`src/rtl/regfile_write_arbiter.sv`:
```
// ============================================================================
// regfile_write_arbiter
// ----------------------------------------------------------------------------
// Purpose:
//   This block arbitrates between two write requesters on the single write
//   port of a register file:
//     - A is the ALU writeback.
//     - B is the memory load.
//   The winner is granted on the edge where its request is sampled. In the
//   following cycle the block presents the winner's address and data with
//   WrEn asserted, and pulses the winner's Ack. When both requesters are
//   eligible, a 1-bit round-robin pointer picks the one that was not granted
//   most recently.
//
// Ports:
//   Clk            sole clock; all state changes on the rising edge
//   Rst            synchronous, active-high reset
//   ReqA / ReqB    write requests; each is held until the matching Ack is seen
//   AddrA / AddrB  destination register numbers
//   DataA / DataB  write data
//   AckA / AckB    one-cycle grant acknowledges
//   WrEn           register file write enable
//   Awr            register file write address (feeds the 5-to-32 decoder)
//   Din            register file write data
//   Busy           an eligible request lost the arbitration on the last edge
//
// Parameters:
//   DATA_W         register data width in bits
//   R0_GUARD       1 = writes to register 0 are acknowledged, but WrEn stays low
// ============================================================================
module regfile_write_arbiter #(
    parameter int DATA_W   = 32,
    parameter bit R0_GUARD = 1'b1
) (
    input  logic              Clk,
    input  logic              Rst,
    input  logic              ReqA,
    input  logic              ReqB,
    input  logic [4:0]        AddrA,
    input  logic [4:0]        AddrB,
    input  logic [DATA_W-1:0] DataA,
    input  logic [DATA_W-1:0] DataB,
    output logic              AckA,
    output logic              AckB,
    output logic              WrEn,
    output logic [4:0]        Awr,
    output logic [DATA_W-1:0] Din,
    output logic              Busy
);

    typedef enum logic [1:0] {
        IDLE  = 2'd0,
        GNT_A = 2'd1,
        GNT_B = 2'd2
    } state_e;

    state_e              state_q, state_d;
    logic                ptr_q, ptr_d;       // 0: favour A on a tie, 1: favour B
    logic                ack_a_q, ack_a_d;
    logic                ack_b_q, ack_b_d;
    logic                wr_en_q, wr_en_d;
    logic [4:0]          awr_q, awr_d;
    logic [DATA_W-1:0]   din_q, din_d;
    logic                busy_q, busy_d;

    logic                elig_a, elig_b;
    logic                grant_a, grant_b;

    // A requester whose Ack is on the outputs right now is still holding its
    // request from the previous transaction. That requester sits out this
    // edge, so it is never granted twice for the same request.
    assign elig_a  = ReqA && (state_q != GNT_A);
    assign elig_b  = ReqB && (state_q != GNT_B);

    assign grant_a = elig_a && (!elig_b || !ptr_q);
    assign grant_b = elig_b && !grant_a;

    // NOTE: every signal written in this block gets a default first. A path
    //       that leaves a signal unassigned would infer a latch.
    always_comb begin
        state_d = IDLE;
        ptr_d   = ptr_q;
        ack_a_d = 1'b0;
        ack_b_d = 1'b0;
        wr_en_d = 1'b0;
        awr_d   = awr_q;     // address and data hold through IDLE cycles
        din_d   = din_q;
        busy_d  = elig_a && elig_b;   // only a tie leaves an eligible loser

        if (grant_a) begin
            state_d = GNT_A;
            ptr_d   = 1'b1;
            ack_a_d = 1'b1;
            awr_d   = AddrA;
            din_d   = DataA;
            wr_en_d = !(R0_GUARD && (AddrA == 5'd0));
        end else if (grant_b) begin
            state_d = GNT_B;
            ptr_d   = 1'b0;
            ack_b_d = 1'b1;
            awr_d   = AddrB;
            din_d   = DataB;
            wr_en_d = !(R0_GUARD && (AddrB == 5'd0));
        end
    end

    // The reset branch clears everything, including a grant that is in
    // flight. Requests sampled on a reset edge are therefore dropped.
    // NOTE: sequential state uses non-blocking assignments only. Every flop
    //       then sees the pre-edge values of every other flop.
    always_ff @(posedge Clk) begin
        if (Rst) begin
            state_q <= IDLE;
            ptr_q   <= 1'b0;
            ack_a_q <= 1'b0;
            ack_b_q <= 1'b0;
            wr_en_q <= 1'b0;
            awr_q   <= '0;
            din_q   <= '0;
            busy_q  <= 1'b0;
        end else begin
            state_q <= state_d;
            ptr_q   <= ptr_d;
            ack_a_q <= ack_a_d;
            ack_b_q <= ack_b_d;
            wr_en_q <= wr_en_d;
            awr_q   <= awr_d;
            din_q   <= din_d;
            busy_q  <= busy_d;
        end
    end

    assign AckA = ack_a_q;
    assign AckB = ack_b_q;
    assign WrEn = wr_en_q;
    assign Awr  = awr_q;
    assign Din  = din_q;
    assign Busy = busy_q;

endmodule
```
`config.mk`:
```
export PLATFORM = sky130hd
export DESIGN_NAME = regfile_write_arbiter
export DESIGN_NICKNAME = d
export VERILOG_FILES = /design/src/rtl/regfile_write_arbiter.sv
export SDC_FILE = /design/constraint.sdc
export NUM_CORES = 1
export LEC_CHECK = 0
export CAP_MARGIN = 25
export CORE_MARGIN = 4
export CORE_UTILIZATION = 30
export DETAILED_ROUTE_END_ITERATION = 12
export PLACE_DENSITY_LB_ADDON = 0.12
export SETUP_SLACK_MARGIN = 0.5
export SLEW_MARGIN = 5
export SYNTH_ARGS = -nofsm -noshare
export SYNTH_HDL_FRONTEND = slang
export SYNTH_SLANG_ARGS = --single-unit
```
`constraint.sdc`:
```
create_clock -name Clk -period 2.27 [get_ports Clk]
set_clock_uncertainty 0.15 [all_clocks]
set_input_delay 0.3405 -clock Clk [delete_from_list [all_inputs] [get_ports Clk]]
set_output_delay 0.3405 -clock Clk [all_outputs]
set_load 0.02 [all_outputs]
```
==> impl_metrics.csv <==
group,metric,value,unit
status,status,"finished, final reports clean",
clocking,insertion_delay,0.29,ns
setup_path,regToRegEndpoint,"Din[17]$_SDFFE_PP0P_",
grt,grt_util_all_layers,0.173,
final_layout,fillers,699,
grt,antenna_found_initial,0,
floorplan,die_height,94.2,um
final_layout,drive_gt1_frac,0.159,
setup_path,path_delay_family,"buffers and inverters",
route,routed_via_density,5.04,
sta,fin_crit,1.73,ns
sta,finalSetupViolCount,0,
clocking,cts_sinks,42,
yosys,synth_edf_count,0,
sta,rsz0062_at_grt,"yes",
flow_run,max_cap_violations,0,
route,wl_per_cell,16.8,um
final_layout,diodes,0,
power_and_ir_drop,cellPowerDensity,571,nW/um^2
setup_path,r2r_setup_slack,0.57,ns
placement,gp_congestion,0.773,
sta,max_slew.worst_pin.slew,0.543,ns
sta,finalCritPeriodShare,0.763,
power_and_ir_drop,p_leak,0.00171,uW
sta,timing.hold.ws,0.331,ns
sta,slew_violations,0,
clocking,cts_tree,"yes",
clocking,cts_setup_buffers,0,
hold_path,hold_end,"Awr[0]$_SDFFE_PP0P_",
setup_path,worst-path-buf-inv,1,
setup_path,worstReg2RegStart,"state_q[1]$_SDFF_PP0_",
route,drtPass1Iterations,4,
sta,fmaxAchievable,577,MHz
yosys,synth_cell_types,29,
sta,slew-limit-headroom,0.638,
yosys,syn_area_per_cell,9.13,um^2
clocking,clock_path_buffers,2,
yosys,syn_area,2230,um^2
setup_path,worstSetupPathType,"reg -> out",
final_layout,final_cell_mix,"clkdlybuf4s50_1, dfxtp_1, inv_1, a21oi_1, a211oi_1",
clocking,cts.clk_slew.worst_paths,0.08,ns
route,dr_total_vias,2305,
floorplan,ioPinCount,119,
yosys,ys_seq_elements,42,
setup_path,crit_path_end_kind,"primary output",
power_and_ir_drop,vdd_drop_max,0.000271,V
route,drt_iter0_markers,43,
floorplan,placementRows,31,
placement,dp_hpwl,5230,um
setup_path,worstPathArrival,1.24,ns
route,ant_nets,0,
grt,grt_pass1_vias,2371,
route,routed_wl,7700,um
floorplan,start_util,0.307,
final_layout,area_growth,68.2,%
setup_path,reg2regPathDepth,4,
setup_path,cp_max_fo,2,
floorplan,core,7250,um^2
yosys,synth_cells,244,
floorplan,die-area,8870,um^2
setup_path,slowest_delay,0.61,ns
final_layout,multi_input_area,1160,um^2
placement,place_area,3520,um^2
final_layout,design_area,3750,um^2
final_layout,ff_latch_area,841,um^2
sta,hold_viol_final,0,
setup_path,cp-start-kind,"register",
yosys,syn_nets,322,
grt,grt-ovfl-total,0,
final_layout,layout_commonest_cell,"clkdlybuf4s50_1",
setup_path,path_cells,"clkdlybuf4s50_1",
yosys,ys_seq_area_frac,0.377,
yosys,yosysWarnings,0,
grt,grt_max_degree,33,
clocking,cts_max_level,2,
clocking,cts-root-buf,"clkbuf_8",
floorplan,fp.dieW,94.2,um
hold_path,hp-start,"Awr[0]$_SDFFE_PP0P_",
placement,io_buffer_count,118,
grt,grt_pass1_wl,12000,um
final_layout,nNetsFinal,435,
setup_path,required,1.78,ns
route,drc,0,
setup_path,slowest_stage,"clkdlybuf4s50_1",
yosys,async_flop_share,0,
hold_path,hold_path_class,"reg -> reg",
clocking,cts_buffers,5,
setup_path,crit_start,"Awr[4]$_SDFFE_PP0P_",
sta,setup_tns,0,ns
yosys,synth-main-ff-cell,"dfxtp_1",
hold_path,holdPathStages,2,
==> timing repair <==
item / 4_1_cts / 5_1_grt
hold buffers: 0 / 0
gates resized for setup: 15 / 26
cloned: 2 / 0
setup endpoints to repair: 39 / 31
==> registers in the layout, summed over array words and instances (netlist names) <==
signal / flops
Din: 32
WrEn: 1
Busy: 1
state_q: 2
Awr: 5
ptr_q: 1
==> metal layers <==
layer | global-route usage | share of wire
met3 | 0.0345 | 0.059
met4 | 0.0505 | 0.015
met5 | 0 | 0
met2 | 0.284 | 0.48
met1 | 0.227 | 0.45
==> cell families (layout without fill, tap and decap cells) <==
logic type	count (synthesis)	in the layout	synth area share
AOI/OAI and AO/OA	113	113	0.435
buffers and inverters	63	175	0.121
DFF	42	42	0.377
and+or+nand+nor	26	28	0.0668
==> final cells by class <==
type	count	share of cell area
repair buffers	129	0.365
clock buffers	8	0.0294
multi-input cells	141	0.311
inverters	38	0.0381
well taps	99	0.0331
flip-flops and latches	42	0.224
==> where the power goes <==
part	switching, uW	internal, uW
sequential	38.2	812
clock	258	307
combinational	359	365
==> Yosys cell counts (2+ instances only) <==
library cell | instances | area share
dfxtp_1 | 42 | 0.38
inv_1 | 38 | 0.064
a21oi_1 | 36 | 0.081
a211oi_1 | 32 | 0.11
a2111oi_2 | 27 | 0.18
clkbuf_1 | 11 | 0.019
buf_2 | 5 | 0.011
buf_4 | 5 | 0.017
nand2b_1 | 5 | 0.014
nor2_1 | 5 | 0.0084
nand3_1 | 4 | 0.0090
o21ai_0 | 4 | 0.0090
a2111oi_1 | 3 | 0.013
and2_1 | 3 | 0.0084
buf_1 | 3 | 0.0051
o221ai_1 | 3 | 0.012
a2111oi_0 | 2 | 0.0079
a32oi_1 | 2 | 0.0079
nand2_1 | 2 | 0.0034
nor2b_1 | 2 | 0.0056
or4_1 | 2 | 0.0067
==> through the flow <==
| stage | std cells | worst slack (ns) | power, uW | utilization |
|---|---|---|---|---|
| 4_1_cts | 457 | 0.509 | 2170 | 0.507 |
| 5_1_grt | 457 | 0.467 | 2260 | 0.517 |
| 3_5_place_dp | 447 | -0.00640 | 1580 | 0.486 |
| 3_3_place_gp | 447 | 0.113 | 1580 | 0.486 |
| 2_1_floorplan | 244 | 0.527 | 1230 | - |
| 6_report | 457 | 0.538 | 2140 | 0.517 |
==> worst max-delay path by stage <==
| stage | endpoint | cells past startpoint |
|---|---|---|
| after floorplan | Din[11]$_SDFFE_PP0P_ | 6 |
| after global placement | Din[15]$_SDFFE_PP0P_ | 5 |
| after detailed placement | Din[14]$_SDFFE_PP0P_ | 5 |
| after CTS | Din[11] | 1 |
| after global routing | Din[30]$_SDFFE_PP0P_ | 4 |
| final | Awr[4] | 1 |
(Power assumes the default switching activity.)
==> patch: new RTL, config.mk and constraints unchanged <==
Re-encode `state_e` (3 states) as one-hot, 3 bits wide.
--- a/src/rtl/regfile_write_arbiter.sv
+++ b/src/rtl/regfile_write_arbiter.sv
@@ -48,10 +48,10 @@
     output logic              Busy
 );
 
-    typedef enum logic [1:0] {
-        IDLE  = 2'd0,
-        GNT_A = 2'd1,
-        GNT_B = 2'd2
+    typedef enum logic [2:0] {
+        IDLE  = 3'b001,
+        GNT_A = 3'b010,
+        GNT_B = 3'b100
     } state_e;
 
     state_e              state_q, state_d;
Function: no difference found for any inputs over 10 cycles, from zero or initial values and one cycle with Rst high; not proved beyond that.
==> patch against the unedited design <==
  * Synthesized area decreased by 3.0%
  * Setup slack about the same
  * Largest power group unchanged
  * Register-to-register slack about the same
  * Sequential cell count increased by 1
  * Wire length decreased by 7.2%
  * Sequential power increased by 2.6%
  * Via count decreased by 5.6%
  * Total power increased by 0.76%
  * Maximum frequency about the same
  * Critical path depth unchanged
  * Global-route usage decreased by 0.77 points
  * Final area increased by 2.8%
==> patch: results <==
[yosys]
synth_area_leaders = dfxtp_1, a211oi_2, a21oi_2
synth-compound-area-share = 0.371
ys_warn_count = 0
yosys-top-cells-count = dfxtp_1, nor2_1, nand2_1
yosys.cell_types.count = 31
async_flop_share = 0
synthMuxAreaShare = 0
syn-num-nets = 304
synthXorXnorAreaFrac = 0.00405
yosys.area_share.adder = 0
ys_seq_area_frac = 0.398
ys.flop_type = dfxtp_1

[worst_setup_path]
crit_family = buffers and inverters
slowest_stage = clkdlybuf4s50_1
critPathMaxFanout = 2
reg2reg_setup_slack_ps = 570
crit_path_start = Din[0]
r2r-start = state_q[2]
setup.worst_path.end = Din[0]
crit_arrival_ps = 1240
worstRegToRegCells = 5
rr_endpoint = Awr[1]
cp_slowest_stage_delay_ps = 610

[grt]
grt_pass1_vias = 2299
antenna_found_initial = 0
grt_pass1_wl_mm = 11.4
grt_max_degree = 42
grt_usage = 0.165

[hold_path]
min_path_type = in -> reg

[sta]
worst_pin_slew_ps = 622
maxClockFrequency_mhz = 577

[cts]
clk_latency_ps = 290
cts.repair.resized = 19
cts_made_buffers = 5
cts.clk_slew.worst_paths_ps = 80
cts_setup_buffers = 6
cts_max_level = 2
ctsRootBufferMaster = clkbuf_8
clockBufferDepth = 2

[drt]
wl_per_cell_um = 15.8
avgViaCountPerCell = 4.82
drtIter0Drc = 45
first_pass_iters = 4

[placement]
dp_hpwl_mm = 4.82
io_buffer_count = 118
place_congestion = 0.769
pre_cts_ws_ps = -25.6

[status]
status = completed

[power_and_ir_drop]
leakage_uw = 0.00166
vdd_drop_max_mv = 0.219

[cells_and_area]
largest_reg_flops = 32
nFillCells = 679
insertedDiodeCount = 0
nNetsFinal = 433
drive_above_1_share = 0.301
-- patch: worst min-delay path by stage --
stage              end  depth (start not counted)  slack, ps  startpoint
3_5_place_dp   Din[12]                          2        340     Din[12]
2_1_floorplan    ptr_q                          1        310        ReqB
3_3_place_gp   Din[14]                          2        340     Din[14]
5_1_grt           Busy                          3        220         Rst
6_report          Busy                          3        210         Rst
4_1_cts           Busy                          3        200         Rst
-- patch: logic make-up after synthesis --
logic type / after synthesis
AOI/OAI and AO/OA: 82
and+or+nand+nor: 80
DFF: 43
buffers and inverters: 20
xor gates and xnor gates: 1
-- patch: power by group --
| part | switching (µW) | internal, µW | total [µW] |
|---|---|---|---|
| Clock | 259 | 216 | 476 |
| Sequential | 42.8 | 829 | 872 |
| Combinational | 379 | 429 | 808 |
-- patch: per-stage QoR --
stage	cell area, µm²	TNS (ps)	hold WS, ps	cells
after CTS	3710	0	202	451
after floorplan	2160	0	306	226
after detailed placement	3490	-85.2	344	435
after global routing	3850	0	220	452
after global placement	3490	0	338	435
final	3850	0	209	452
-- patch: final cells by class --
| cell class | instances | area, µm² | share of cell area |
|---|---|---|---|
| Multi-Input combinational cell | 163 | 1270 | 0.330 |
| Sequential cell | 43 | 871 | 0.226 |
| Timing Repair Buffer | 142 | 1510 | 0.392 |
| Clock buffer | 7 | 76.3 | 0.0198 |
| Tap cell | 96 | 120 | 0.0312 |
| Clock inverter | 1 | 5.00 | 0.00130 |
-- patch: routing by layer --
metal / up-vias / part of all wire / global-route usage
met5: - / 0 / 0
met2: 79 / 0.47 / 0.275
met4: 0 / 0.0088 / 0.0366
li1: 1075 / - / -
met3: 5 / 0.064 / 0.0382
met1: 1018 / 0.45 / 0.216
